==> src/rtl/m_tx_scheduler_if.sv <==
// Requester and transmitter bus of the frame scheduler.
//   Requester side: i_req, i_len, i_byte, i_byte_valid -> scheduler;
//                   o_byte_ready, o_grant, o_done <- scheduler.
//   Transmitter side: i_data_left -> scheduler; o_data, o_data_we <- scheduler.
// slave = scheduler view, master = requester/transmitter (testbench) view.
interface m_tx_scheduler_if #(
  parameter int unsigned NUM_REQ = 2
);
  logic [NUM_REQ-1:0]   i_req;
  logic [NUM_REQ*8-1:0] i_len;
  logic [NUM_REQ*8-1:0] i_byte;
  logic [NUM_REQ-1:0]   i_byte_valid;
  logic [NUM_REQ-1:0]   o_byte_ready;
  logic [NUM_REQ-1:0]   o_grant;
  logic [NUM_REQ-1:0]   o_done;
  logic [7:0]           i_data_left;
  logic [7:0]           o_data;
  logic                 o_data_we;

  modport slave (
    input  i_req, i_len, i_byte, i_byte_valid, i_data_left,
    output o_byte_ready, o_grant, o_done, o_data, o_data_we
  );

  modport master (
    output i_req, i_len, i_byte, i_byte_valid, i_data_left,
    input  o_byte_ready, o_grant, o_done, o_data, o_data_we
  );
endinterface

==> src/rtl/m_tx_scheduler.sv <==
// Round-robin frame scheduler in front of the Manchester byte transmitter.
// Grants one requester at a time, waits until the transmitter buffer can hold
// header + payload, then writes the length header followed by the payload.
// A requester that stalls for TIMEOUT cycles has its frame padded with
// PAD_BYTE so the transmitter always sees len+1 bytes.
// Ports:
//   i_clk_2x  system clock shared with the transmitter
//   i_rst     synchronous active-high reset
//   bus       requester/transmitter bus (m_tx_scheduler_if.slave)
//   o_err     1-cycle pulse on zero-length frame or timeout abort
//   o_busy    high whenever the scheduler is not idle
module m_tx_scheduler #(
  parameter int unsigned NUM_REQ  = 2,
  parameter int unsigned TIMEOUT  = 255,
  parameter logic [7:0]  PAD_BYTE = 8'h00
) (
  input  logic            i_clk_2x,
  input  logic            i_rst,
  m_tx_scheduler_if.slave bus,
  output logic            o_err,
  output logic            o_busy
);

  localparam int unsigned IDX_W = (NUM_REQ > 1) ? $clog2(NUM_REQ) : 1;
  localparam int unsigned TMR_W = $clog2(TIMEOUT + 2);

  typedef enum logic [2:0] {
    S_IDLE, S_CHECK, S_HDR, S_PAYLOAD, S_DONE
  } state_t;

  state_t               state_q, state_d;
  logic [IDX_W-1:0]     g_q, g_d;
  logic [IDX_W-1:0]     rr_q, rr_d;
  logic [NUM_REQ-1:0]   grant_q, grant_d;
  logic [NUM_REQ-1:0]   done_q, done_d;
  logic [7:0]           len_q, len_d;
  logic [7:0]           rem_q, rem_d;
  logic [TMR_W-1:0]     tmr_q, tmr_d;
  logic                 abort_q, abort_d;
  logic [7:0]           data_q, data_d;
  logic                 we_q, we_d;
  logic                 err_q, err_d;
  logic                 busy_q, busy_d;

  logic [7:0]           len_a  [NUM_REQ];
  logic [7:0]           byte_a [NUM_REQ];
  logic                 sel_found_c;
  logic [IDX_W-1:0]     sel_idx_c;
  logic [IDX_W-1:0]     cand_c;
  logic                 pad_c;
  logic                 rdy_c;

  // Unpack the per-requester byte lanes
  for (genvar k = 0; k < int'(NUM_REQ); k++) begin : g_lane
    assign len_a[k]  = bus.i_len[8*k +: 8];
    assign byte_a[k] = bus.i_byte[8*k +: 8];
  end

  // Round-robin pick: first requester after rr_q, wrapping
  always_comb begin
    sel_found_c = 1'b0;
    sel_idx_c   = '0;
    cand_c      = '0;
    for (int k = 1; k <= int'(NUM_REQ); k++) begin
      cand_c = IDX_W'((int'(rr_q) + k) % int'(NUM_REQ));
      if (!sel_found_c && bus.i_req[cand_c]) begin
        sel_found_c = 1'b1;
        sel_idx_c   = cand_c;
      end
    end
  end

  // Padding starts on the cycle the stall timer reaches TIMEOUT and then sticks
  assign pad_c = (state_q == S_PAYLOAD) && (rem_q != 8'd0) &&
                 (abort_q || ((TIMEOUT != 0) && (tmr_q == TMR_W'(TIMEOUT))));
  assign rdy_c = (state_q == S_PAYLOAD) && (rem_q != 8'd0) && !pad_c;

  // Next-state and registered-output logic
  always_comb begin
    state_d = state_q;
    g_d     = g_q;
    rr_d    = rr_q;
    grant_d = grant_q;
    len_d   = len_q;
    rem_d   = rem_q;
    tmr_d   = tmr_q;
    abort_d = abort_q;
    data_d  = data_q;
    we_d    = 1'b0;
    done_d  = '0;
    err_d   = 1'b0;

    case (state_q)
      S_IDLE: begin
        if (sel_found_c) begin
          g_d     = sel_idx_c;
          grant_d = NUM_REQ'(1) << sel_idx_c;
          len_d   = len_a[sel_idx_c];
          state_d = S_CHECK;
          // Zero-length pulses are registered here so they line up with CHECK
          if (len_a[sel_idx_c] == 8'd0) begin
            done_d = NUM_REQ'(1) << sel_idx_c;
            err_d  = 1'b1;
          end
        end
      end
      S_CHECK: begin
        if (len_q == 8'd0) begin
          grant_d = '0;
          rr_d    = g_q;
          state_d = S_IDLE;
        end else if ({1'b0, bus.i_data_left} >= (9'(len_q) + 9'd1)) begin
          state_d = S_HDR;
        end
      end
      S_HDR: begin
        data_d  = len_q;
        we_d    = 1'b1;
        rem_d   = len_q;
        tmr_d   = '0;
        abort_d = 1'b0;
        state_d = S_PAYLOAD;
      end
      S_PAYLOAD: begin
        // rem_q == 0 is the cycle the last registered write is on the bus
        if (rem_q == 8'd0) begin
          done_d  = grant_q;
          state_d = S_DONE;
        end else if (pad_c) begin
          data_d  = PAD_BYTE;
          we_d    = 1'b1;
          rem_d   = rem_q - 8'd1;
          abort_d = 1'b1;
          err_d   = !abort_q;
        end else if (bus.i_byte_valid[g_q]) begin
          data_d  = byte_a[g_q];
          we_d    = 1'b1;
          rem_d   = rem_q - 8'd1;
          tmr_d   = '0;
        end else begin
          tmr_d   = tmr_q + TMR_W'(1);
        end
      end
      S_DONE: begin
        grant_d = '0;
        rr_d    = g_q;
        abort_d = 1'b0;
        state_d = S_IDLE;
      end
      default: state_d = S_IDLE;
    endcase

    busy_d = (state_d != S_IDLE);
  end

  // State and output registers
  always_ff @(posedge i_clk_2x) begin
    if (i_rst) begin
      state_q <= S_IDLE;
      g_q     <= '0;
      rr_q    <= IDX_W'(NUM_REQ - 1);
      grant_q <= '0;
      done_q  <= '0;
      len_q   <= '0;
      rem_q   <= '0;
      tmr_q   <= '0;
      abort_q <= 1'b0;
      data_q  <= '0;
      we_q    <= 1'b0;
      err_q   <= 1'b0;
      busy_q  <= 1'b0;
    end else begin
      state_q <= state_d;
      g_q     <= g_d;
      rr_q    <= rr_d;
      grant_q <= grant_d;
      done_q  <= done_d;
      len_q   <= len_d;
      rem_q   <= rem_d;
      tmr_q   <= tmr_d;
      abort_q <= abort_d;
      data_q  <= data_d;
      we_q    <= we_d;
      err_q   <= err_d;
      busy_q  <= busy_d;
    end
  end

  assign bus.o_byte_ready = rdy_c ? grant_q : '0;
  assign bus.o_grant      = grant_q;
  assign bus.o_done       = done_q;
  assign bus.o_data       = data_q;
  assign bus.o_data_we    = we_q;
  assign o_err            = err_q;
  assign o_busy           = busy_q;

endmodule
==> src/flat_wrapper.sv <==
// flat-port wrapper written by rule: the top's interface ports become plain ports
module m_tx_scheduler_flat 
#(
  parameter int unsigned NUM_REQ  = 2,
  parameter int unsigned TIMEOUT  = 255,
  parameter logic [7:0]  PAD_BYTE = 8'h00
)
  (i_clk_2x, i_rst, o_err, o_busy, bus_i_req, bus_i_len, bus_i_byte, bus_i_byte_valid, bus_i_data_left, bus_o_byte_ready, bus_o_grant, bus_o_done, bus_o_data, bus_o_data_we);
  m_tx_scheduler_if #(.NUM_REQ(NUM_REQ)) bus_i ();
  input  logic i_clk_2x;
  input  logic i_rst;
  output logic o_err;
  output logic o_busy;
  input wire logic [$bits(bus_i.i_req)-1:0] bus_i_req;
  input wire logic [$bits(bus_i.i_len)-1:0] bus_i_len;
  input wire logic [$bits(bus_i.i_byte)-1:0] bus_i_byte;
  input wire logic [$bits(bus_i.i_byte_valid)-1:0] bus_i_byte_valid;
  input wire logic [$bits(bus_i.i_data_left)-1:0] bus_i_data_left;
  output wire logic [$bits(bus_i.o_byte_ready)-1:0] bus_o_byte_ready;
  output wire logic [$bits(bus_i.o_grant)-1:0] bus_o_grant;
  output wire logic [$bits(bus_i.o_done)-1:0] bus_o_done;
  output wire logic [$bits(bus_i.o_data)-1:0] bus_o_data;
  output wire logic [$bits(bus_i.o_data_we)-1:0] bus_o_data_we;
  assign bus_i.i_req = bus_i_req;
  assign bus_i.i_len = bus_i_len;
  assign bus_i.i_byte = bus_i_byte;
  assign bus_i.i_byte_valid = bus_i_byte_valid;
  assign bus_i.i_data_left = bus_i_data_left;
  assign bus_o_byte_ready = bus_i.o_byte_ready;
  assign bus_o_grant = bus_i.o_grant;
  assign bus_o_done = bus_i.o_done;
  assign bus_o_data = bus_i.o_data;
  assign bus_o_data_we = bus_i.o_data_we;
  m_tx_scheduler #(.NUM_REQ(NUM_REQ), .TIMEOUT(TIMEOUT), .PAD_BYTE(PAD_BYTE)) u_core (.i_clk_2x(i_clk_2x), .i_rst(i_rst), .bus(bus_i), .o_err(o_err), .o_busy(o_busy));
endmodule
==> config.mk <==
export PLATFORM = sky130hd
export DESIGN_NAME = m_tx_scheduler_flat
export DESIGN_NICKNAME = d
export VERILOG_FILES = /design/src/rtl/m_tx_scheduler_if.sv /design/src/rtl/m_tx_scheduler.sv /design/src/flat_wrapper.sv
export SDC_FILE = /design/constraint.sdc
export NUM_CORES = 1
export LEC_CHECK = 0
export ABC_AREA = 1
export CAP_MARGIN = 30
export CELL_PAD_IN_SITES_DETAIL_PLACEMENT = 0
export CELL_PAD_IN_SITES_GLOBAL_PLACEMENT = 1
export CORE_AREA = 2 2 113 115
export CTS_CLUSTER_DIAMETER = 50
export DETAILED_ROUTE_END_ITERATION = 8
export DIE_AREA = 0 0 115 117
export GPL_ROUTABILITY_DRIVEN = 0
export PLACE_DENSITY_LB_ADDON = 0.1
export SLEW_MARGIN = 20
export SYNTH_ARGS = -nofsm -noshare
export SYNTH_HDL_FRONTEND = slang
export SYNTH_SLANG_ARGS = --single-unit
==> constraint.sdc <==
create_clock -name i_clk_2x -period 5.9 [get_ports i_clk_2x]
set_input_delay 1.18 -clock i_clk_2x [delete_from_list [all_inputs] [get_ports i_clk_2x]]
set_output_delay 1.18 -clock i_clk_2x [all_outputs]
set_load 0.02 [all_outputs]
==> out/metrics.csv, run 1 <==
metric,value,unit
post-synthesis sequential area ratio,0.308,
slowest CP cell,clkdlybuf4s50_1,
max frequency,0.281,GHz
WL met3,282,µm
Post-synth top cells,"118 x nand2_1, 80 x nor2_1, 52 x inv_1",
Starting Density,0.243,
setup bufs post-CTS,0,
Clock Tree Root,clkbuf_16,
peak supply drop,131,µV
global-route wire length before repair,14400,µm
Final min period,3.56,ns
CP Cell Sequence,"ha_1, nand2_1, inv_1, nand4_1, nor3_1, ha_1, inv_1, nand3_1, nor2_1, clkdlybuf4s50_1",
Core ar.,0.0123,mm²
number of synthesized flops with an enable pin,0,
met1 wire length,4570,µm
pwr dens,426,mW/mm²
Final Max Slew Viols,0,
post-synth top area cell,dfxtp_1,
CP arrival,2.38,ns
Die Area,0.0135,mm²
"FF+latch count, synth",46,
vias per inst,4.44,
via count,2972,
port buffer count,62,
Syn-to-layout area delta,28.5,%
Placed Instance Area,0.00370,mm²
share of cells above drive strength 1,0.0462,
Main synth FF type,dfxtp_1,
critical path type,flip-flop to primary output,
First-pass DRT Iterations,4,
ranking of synthesized cells by area,"dfxtp_1 31%, nand2_1 15%, nor2_1 10%",
Mapped Area,0.00299,mm²
outcome,finished clean,
Layout Cells excl Fill,669,
Gate Count Post-Synth,464,
worst hold path type,flip-flop to flip-flop,
"slowest stage delay, CP",0.53,ns
met2 WL,3810,µm
Synth Net Count,524,
cell with the most instances after synthesis,nand2_1,
synth warn,0,
crit path launch type,flip-flop,
Worst setup EP type,primary output,
Max transition margin,0.378,
library cells used by synthesis,34,
number of global-route vias before repair,2842,
Final Cycle Share,0.603,
setup violators final,0,
hold buffers post-CTS,0,
initial detailed-routing violation count,120,
Synth top area share,0.308,
post-route setup TNS,0,ns
HPWL after DPL,6670,µm
Max Clock Skew,0.00735,ns
Filler cells,1410,
Die X,115,µm
Final Util,0.312,
max cap viols,0,
num rows,41,
Clock Path Buffers,2,
Post-Route WL,8720,µm
fin nets,578,
IO Pins,63,
final hold vios,0,
Layout Cell Area excl Fill,0.00384,mm²
pin count of the biggest net entering global routing,26,
clock slew at reported path FFs,0.07,ns
Wirelength per Cell,13.0,µm
RSZ-0062 raised after global routing,no,
Num CTS Buffers,5,
CP max FO,4,
initial antenna violation count,0,
Mean Syn Cell Area,6.45,µm²
worst slew pin tran,0.930,ns
Leakage,1.71,nW
Placed Cells,661,
clock sink total,46,
CP Data Required Time,4.72,ns
clk_lat worst skew,0.29,ns
post-cts gate resize count,0,
post-route ant nets,0,
Async SR Flop Fraction,0,
ANT cells,0,
number of remaining DRC errors,0,
H-Tree Depth,2,
GRT Util Overall,0.136,
CTS tree,done,
die height,117,µm
top routing layer in use,met4,
Congestion Overflow GR,0,
==> report_power, final <==
group	internal, mW	switching [mW]	total (mW)	leakage [nW]
registers	0.399	0.0999	0.499	0.375
logic	0.322	0.531	0.852	1.26
clock network	0.168	0.120	0.288	0.0739
total	0.889	0.750	1.64	1.71
==> placed cells by master (no fill, tap or decap), types with 2 or more instances in the layout <==
master,n
nand4_1,8
o21bai_1,2
nor2_4,2
clkbuf_16,5
nand2_4,2
nand2_2,5
nand2_1,118
and2_1,2
o211ai_1,2
a21oi_1,21
ha_1,14
nand3_1,24
o21ai_0,34
inv_2,2
clkdlybuf4s50_1,62
nor2_2,2
xnor2_1,6
dfxtp_1,46
nor2_1,80
nor3_1,5
nand3b_1,5
a211oi_1,8
xor2_1,2
inv_1,52
==> path summary, 6_finish.rpt <==
check             depth (start not counted)                          from                                 to  slack (ns)
setup / recovery                         10  u_core.tmr_q[0]$_SDFFE_PP0P_                bus_o_byte_ready[0]        2.34
hold / removal                            2  u_core.tmr_q[2]$_SDFFE_PP0P_       u_core.tmr_q[2]$_SDFFE_PP0P_        0.47
setup reg to reg                         13  u_core.tmr_q[0]$_SDFFE_PP0P_  u_core.bus.o_data[0]$_SDFFE_PP0P_        3.58
hold reg to reg                           2  u_core.tmr_q[2]$_SDFFE_PP0P_       u_core.tmr_q[2]$_SDFFE_PP0P_        0.47
==> sequential cells by signal, indices dropped and copies added, names as in the netlist <==
| name | count |
|---|---|
| u_core.tmr_q | 9 |
| u_core.bus.o_data_we | 1 |
| u_core.state_q | 3 |
| u_core.bus.o_grant | 2 |
| u_core.o_err | 1 |
| u_core.abort_q | 1 |
| u_core.g_q | 1 |
| u_core.rr_q | 1 |
| u_core.len_q | 8 |
| u_core.bus.o_data | 8 |
| u_core.bus.o_done | 2 |
| u_core.rem_q | 8 |
| u_core.o_busy | 1 |
==> critical path, delay by kind of cell (launching register included) <==
family | cells | cell delay, ns
AND/OR/NAND/NOR | 5 | 0.60
flip-flops | 1 | 0.36
buffers and inverters | 3 | 0.72
adder cells (fa/ha/maj) | 2 | 0.41
==> metrics by stage <==
stage	power, mW	worst slack (ns)	hold WS [ns]
after floorplan	1.12	3.33	0.437
after global placement	1.37	2.54	0.450
after detailed placement	1.36	2.52	0.460
after CTS	1.66	2.34	0.470
after global routing	1.80	2.08	0.501
final	1.64	2.34	0.470
==> cell type report <==
class                           count  area (µm²)  area share
Clock buffer                        7         143      0.0371
Multi-Input combinational cell    347        1750       0.455
Timing Repair Buffer               62         621       0.161
Tap cell                          150         188      0.0488
Clock inverter                      1        5.00     0.00130
Inverter                           56         220      0.0573
Sequential cell                    46         921       0.240
==> cell families (layout without fill, tap and decap cells) <==
group / count (synthesis) / count (layout) / synth area share
adders and majority gates: 14 / 14 / 0.0586
xor gates and xnor gates: 8 / 8 / 0.0234
AOI/OAI and AO/OA: 71 / 71 / 0.139
DFF: 46 / 46 / 0.308
and+or+nand+nor: 253 / 253 / 0.360
muxes: 1 / 1 / 0.00335
buffers and inverters: 71 / 126 / 0.108
==> routing by layer <==
| metal | global-route usage | vias up |
|---|---|---|
| li1 | - | 1591 |
| met3 | 0.0247 | 5 |
| met1 | 0.191 | 1323 |
| met2 | 0.219 | 53 |
| met4 | 0.0265 | 0 |
| met5 | 0 | - |
(Power assumes the default switching activity.)
==> run 2, diff against run 1 <==
Clock period 5.9 ns to 2.94 ns, I/O delays scaled along.
==> run 2 against run 1 <==
  * Via count decreased by 1.4%
  * Critical path depth unchanged
  * Die area unchanged
  * Flip-flop and latch count unchanged
  * Setup slack got worse by 2.1 ns
  * Combinational power increased by 100%
  * Critical path type unchanged
==> out/metrics.csv, run 2 (synthesized netlist as in run 1, its figures left out) <==
metric,value,unit
register area,921,µm²
initial antenna violation count,0,
Max transition margin,0.607,
clk_lat worst skew,0.29,ns
Clock Tree Root,clkbuf_16,
Biggest register,u_core.tmr_q,
Post-Route WL,8740,µm
most frequent cells in the layout,"118 x nand2_1, 80 x nor2_1, 60 x clkdlybuf4s50_1",
Clock Path Buffers,2,
total chip power,3.48,mW
worst slew pin tran,0.589,ns
Wirelength per Cell,13.0,µm
pin count of the biggest net entering global routing,26,
Die X,115,µm
post-route setup TNS,0,ns
Worst setup EP type,primary output,
peak supply drop,287,µV
CP arrival,2.12,ns
RSZ-0062 raised after global routing,no,
post-route ant nets,0,
global-route wire length before repair,14300,µm
fin nets,581,
initial detailed-routing violation count,166,
GRT Util Overall,0.136,
CTS tree,done,
num rows,41,
H-Tree Depth,2,
Core ar.,0.0123,mm²
CP Data Required Time,2.35,ns
crit path launch type,flip-flop,
CP max FO,4,
Starting Density,0.243,
logic gate share of total power,0.498,
max cap viols,0,
critical path type,flip-flop to primary output,
Switching Fraction,0.437,
Final Cycle Share,0.920,
Die Area,0.0135,mm²
clock power share,0.221,
Syn-to-layout area delta,31.1,%
First-pass DRT Iterations,4,
final hold vios,0,
Placed Instance Area,0.00372,mm²
setup bufs post-CTS,0,
Switch Pwr,1.52,mW
r2r worst-path depth,13,
Max Clock Skew,0.00824,ns
worst hold path type,flip-flop to flip-flop,
clock sink total,46,
max frequency,0.370,GHz
Leakage,1.76,nW
share of cells above drive strength 1,0.0556,
Hold Crit Depth,2,
outcome,finished clean,
internal power,1.96,mW
Filler cells,1345,
HPWL after DPL,6700,µm
number of flip-flops in the largest register,9,
Num CTS Buffers,5,
Flop pwr share,0.281,
vias per inst,4.36,
ANT cells,0,
via count,2930,
"commonest non-fill, non-tap cell in the layout",nand2_1,
port buffer count,62,
multi-input combinational cell area,0.00175,mm²
Final Util,0.318,
die height,117,µm
Layout Cell Area excl Fill,0.00392,mm²
number of global-route vias before repair,2825,
number of remaining DRC errors,0,
IO Pins,63,
setup violators final,0,
Congestion Overflow GR,0,
WHS,0.466,ns
Final Max Slew Viols,0,
clock slew at reported path FFs,0.07,ns
pwr dens,888,mW/mm²
Final min period,2.70,ns
[run 2: changes by cell type in the layout (fill, tap and decap cells not counted), sizes merged]
cell,change
buf,+3
bufinv,+2
clkbuf,-1
clkdlybuf4s50,-2
clkinv,-1
dlygate4sd2,+2
[run 2: metal layers]
metal / track usage / up-vias / wire length, µm
li1: - / 1594 / -
met1: 0.188 / 1276 / 4570
met2: 0.216 / 50 / 3830
met3: 0.0268 / 10 / 219
met4: 0.0369 / 0 / 114
met5: 0 / - / 0
[run 2: final timing paths]
kind / start / end / slack (ns)
worst max-delay path: u_core.tmr_q[1]$_SDFFE_PP0P_ / bus_o_byte_ready[0] / 0.24
worst min-delay path: u_core.tmr_q[8]$_SDFFE_PP0P_ / u_core.tmr_q[8]$_SDFFE_PP0P_ / 0.47
worst max register to register: u_core.tmr_q[1]$_SDFFE_PP0P_ / u_core.bus.o_data[7]$_SDFFE_PP0P_ / 0.63
worst min register to register: u_core.tmr_q[8]$_SDFFE_PP0P_ / u_core.tmr_q[8]$_SDFFE_PP0P_ / 0.47
[run 2: repair_timing]
action / CTS / global route
hold buffers: 0 / 0
pin swaps: 0 / 0
gates resized for setup: 2 / 1
endpoints found under the hold margin: 0 / 0
gates cloned: 0 / 0
setup endpoints to repair: 2 / 2
[run 2: power groups by stage]
stage	logic [mW]	registers, mW	clock network (mW)
after floorplan	1.24	1.01	0
after global placement	1.76	0.998	0
after detailed placement	1.75	1.00	0
after CTS	1.76	0.988	0.789
after global routing	1.99	1.01	0.806
final	1.73	0.980	0.769
[run 2: cell type report]
cell class | instances | share of cell area
flip-flops and latches | 46 | 0.235
well taps | 150 | 0.0479
clock buffers | 6 | 0.0354
multi-input cells | 347 | 0.447
repair buffers | 65 | 0.163
clock inverters | 2 | 0.0153
inverters | 56 | 0.0562
[run 2: worst max-delay path, cell delays in order, from the launching register on]
cell and delay (ns):
dfxtp_1 0.36, ha_1 0.19, nand2_1 0.06, inv_1 0.12, nand4_1 0.14, nor3_2 0.16
ha_1 0.22, inv_1 0.06, nand3_1 0.15, nor2_1 0.06, dlygate4sd2_1 0.31
[run 2: per-stage QoR]
step                      worst slack (ns)  instances
final                                0.235        672
after global routing                0.0349        672
after CTS                            0.174        672
after detailed placement             0.277        664
after global placement               0.362        664
after floorplan                      0.962        464
==> run 3, diff against run 2 <==
Clock period 2.94 ns to 3 ns, I/O delays scaled along.
==> run 3 against run 2 <==
  * Die area stayed put
  * Combinational power hardly changed
  * Critical path type unchanged
  * Final area is 1.4% lower
  * Setup slack better by 0.15 ns
  * Critical path depth stayed put
  * Critical endpoint unchanged
  * Sequential share of layout area is 0.33 points higher
  * Routed wire length is 0.19% higher
  * Utilization is 0.44 points lower
  * Cell count is 0.15% lower
  * Highest routed layer unchanged
  * First-iteration DRC count is 26% higher
  * Largest cell class unchanged
==> out/metrics.csv, run 3 (synthesized netlist as in run 1, its figures left out) <==
metric,value,unit
setup violators final,0,
Switching Fraction,0.462,
Worst Setup SP,u_core.tmr_q[1]$_SDFFE_PP0P_,
Max transition margin,0.624,
slowest CP cell,dfxtp_1,
setup bufs post-CTS,0,
die height,117,µm
Layout Cell Area excl Fill,0.00387,mm²
H-Tree Depth,2,
Switch Pwr,1.48,mW
crit path launch type,flip-flop,
Filler cells,1364,
PnR worst setup slack,0.385,ns
post-route ant nets,0,
num rows,41,
multi-input combinational cell area,0.00176,mm²
"commonest non-fill, non-tap cell in the layout",nand2_1,
Max Clock Skew,0.00691,ns
Clock Tree Root,clkbuf_16,
r2r startpoint,u_core.tmr_q[1]$_SDFFE_PP0P_,
Num CTS Buffers,5,
number of remaining DRC errors,0,
Post-Route WL,8760,µm
register area,921,µm²
Flop pwr share,0.300,
max cap viols,0,
r2r worst-path depth,13,
CP Cell Sequence,"ha_1, nand2_1, inv_1, nand4_1, nor3_2, ha_1, inv_1, nand3_1, nor2_1, dlymetal6s2s_1",
Worst Path Buf+Inv,3,
Final min period,2.61,ns
Clock Path Buffers,2,
Biggest register,u_core.tmr_q,
pre-CTS WS,0.329,ns
WHS,0.466,ns
ANT cells,0,
share of cells above drive strength 1,0.0557,
worst hold path type,flip-flop to flip-flop,
CP arrival,2.01,ns
number of flip-flops in the largest register,9,
CTS tree,done,
most frequent cells in the layout,"118 x nand2_1, 79 x nor2_1, 60 x clkdlybuf4s50_1",
worst slew pin tran,0.564,ns
end of the critical path,bus_o_byte_ready[0],
final hold vios,0,
peak supply drop,272,µV
critical path type,flip-flop to primary output,
Final Max Slew Viols,0,
pwr dens,829,mW/mm²
end of the worst register-to-register path,u_core.bus.o_data[7]$_SDFFE_PP0P_,
initial detailed-routing violation count,209,
CP max FO,4,
"slowest stage delay, CP",0.37,ns
global-route wire length before repair,14300,µm
number of global-route vias before repair,2807,
max frequency,0.382,GHz
pin count of the biggest net entering global routing,26,
logic gate share of total power,0.531,
Placed Instance Area,0.00372,mm²
fin nets,581,
Die X,115,µm
via count,2909,
"reg-to-reg slack, setup",0.68,ns
Congestion Overflow GR,0,
outcome,finished clean,
initial antenna violation count,0,
post-route setup TNS,0,ns
Top Family by Delay on Critical Path,simple AND/OR/NAND/NOR gates,
clk_lat worst skew,0.29,ns
CP Data Required Time,2.40,ns
Die Area,0.0135,mm²
clock sink total,46,
IO Pins,63,
Leakage,1.76,nW
First-pass DRT Iterations,4,
vias per inst,4.34,
RSZ-0062 raised after global routing,no,
GRT Util Overall,0.136,
clock slew at reported path FFs,0.07,ns
Final Cycle Share,0.872,
Worst setup EP type,primary output,
internal power,1.72,mW
HPWL after DPL,6650,µm
Syn-to-layout area delta,29.3,%
Core ar.,0.0123,mm²
Wirelength per Cell,13.0,µm
Worst path depth,10,
clock power share,0.168,
port buffer count,62,
Starting Density,0.243,
==> run 3: cell count changes in the layout (fill, tap and decap cells not counted), sizes merged <==
| cell | before | now |
|---|---|---|
| dlygate4sd2 | 2 | 0 |
| clkbuf | 6 | 5 |
| bufinv | 2 | 0 |
| clkinv | 1 | 3 |
| dlymetal6s2s | 0 | 2 |
==> run 3: cell type report <==
cell class              count  share of cell area
multi-input cells         347               0.454
well taps                 150              0.0485
flip-flops and latches     46               0.238
clock inverters             2             0.00259
clock buffers               5              0.0324
inverters                  56              0.0569
repair buffers             65               0.168
==> run 3: worst reg2reg max path, cell delays in order, from the launching register on <==
cell and delay, ns:
dfxtp_1 0.37, ha_1 0.18, nand2_1 0.06, inv_1 0.11
nand4_1 0.14, nor3_2 0.16, ha_1 0.22, inv_1 0.07
nand2_1 0.22, o211ai_4 0.12, nand2_4 0.20, nand2_1 0.17
nor2_1 0.12, nor2_1 0.05
==> run 3: worst min path at each step <==
| stage | startpoint | to | slack [ns] | cells after the start |
|---|---|---|---|---|
| after floorplan | u_core.tmr_q[2]$_SDFFE_PP0P_ | u_core.tmr_q[2]$_SDFFE_PP0P_ | 0.44 | 2 |
| after global placement | u_core.tmr_q[8]$_SDFFE_PP0P_ | u_core.tmr_q[8]$_SDFFE_PP0P_ | 0.45 | 2 |
| after detailed placement | u_core.tmr_q[8]$_SDFFE_PP0P_ | u_core.tmr_q[8]$_SDFFE_PP0P_ | 0.46 | 2 |
| final | u_core.tmr_q[8]$_SDFFE_PP0P_ | u_core.tmr_q[8]$_SDFFE_PP0P_ | 0.47 | 2 |
| after CTS | u_core.tmr_q[8]$_SDFFE_PP0P_ | u_core.tmr_q[8]$_SDFFE_PP0P_ | 0.47 | 2 |
| after global routing | u_core.tmr_q[8]$_SDFFE_PP0P_ | u_core.tmr_q[8]$_SDFFE_PP0P_ | 0.50 | 2 |
==> run 3: through the flow <==
stage	power, mW	cells	util
2_1_floorplan	2.21	464	-
3_3_place_gp	2.70	664	0.302
3_5_place_dp	2.69	664	0.302
4_1_cts	3.25	671	0.313
5_1_grt	3.53	671	0.314
6_report	3.20	671	0.314
==> run 3: timing repair <==
action | 4_1_cts | 5_1_grt
resized for setup | 0 | 4
hold buffers | 0 | 0
setup endpoints to repair | 0 | 2
==> run 3: power by group through the flow <==
| stage | clock network (mW) | logic, mW | registers, mW |
|---|---|---|---|
| global placement | 0 | 1.72 | 0.978 |
| global route | 0.589 | 1.95 | 0.990 |
| finish | 0.540 | 1.70 | 0.963 |
| CTS | 0.562 | 1.72 | 0.966 |
| floorplan | 0 | 1.22 | 0.994 |
| detailed placement | 0 | 1.71 | 0.979 |
==> run 3: metal layers <==
layer	vias to the layer above	global-route usage	share of wire
li1	1598	-	-
met5	-	0	0
met2	51	0.216	0.44
met1	1255	0.191	0.52
met3	5	0.0257	0.030
met4	0	0.0378	0.010
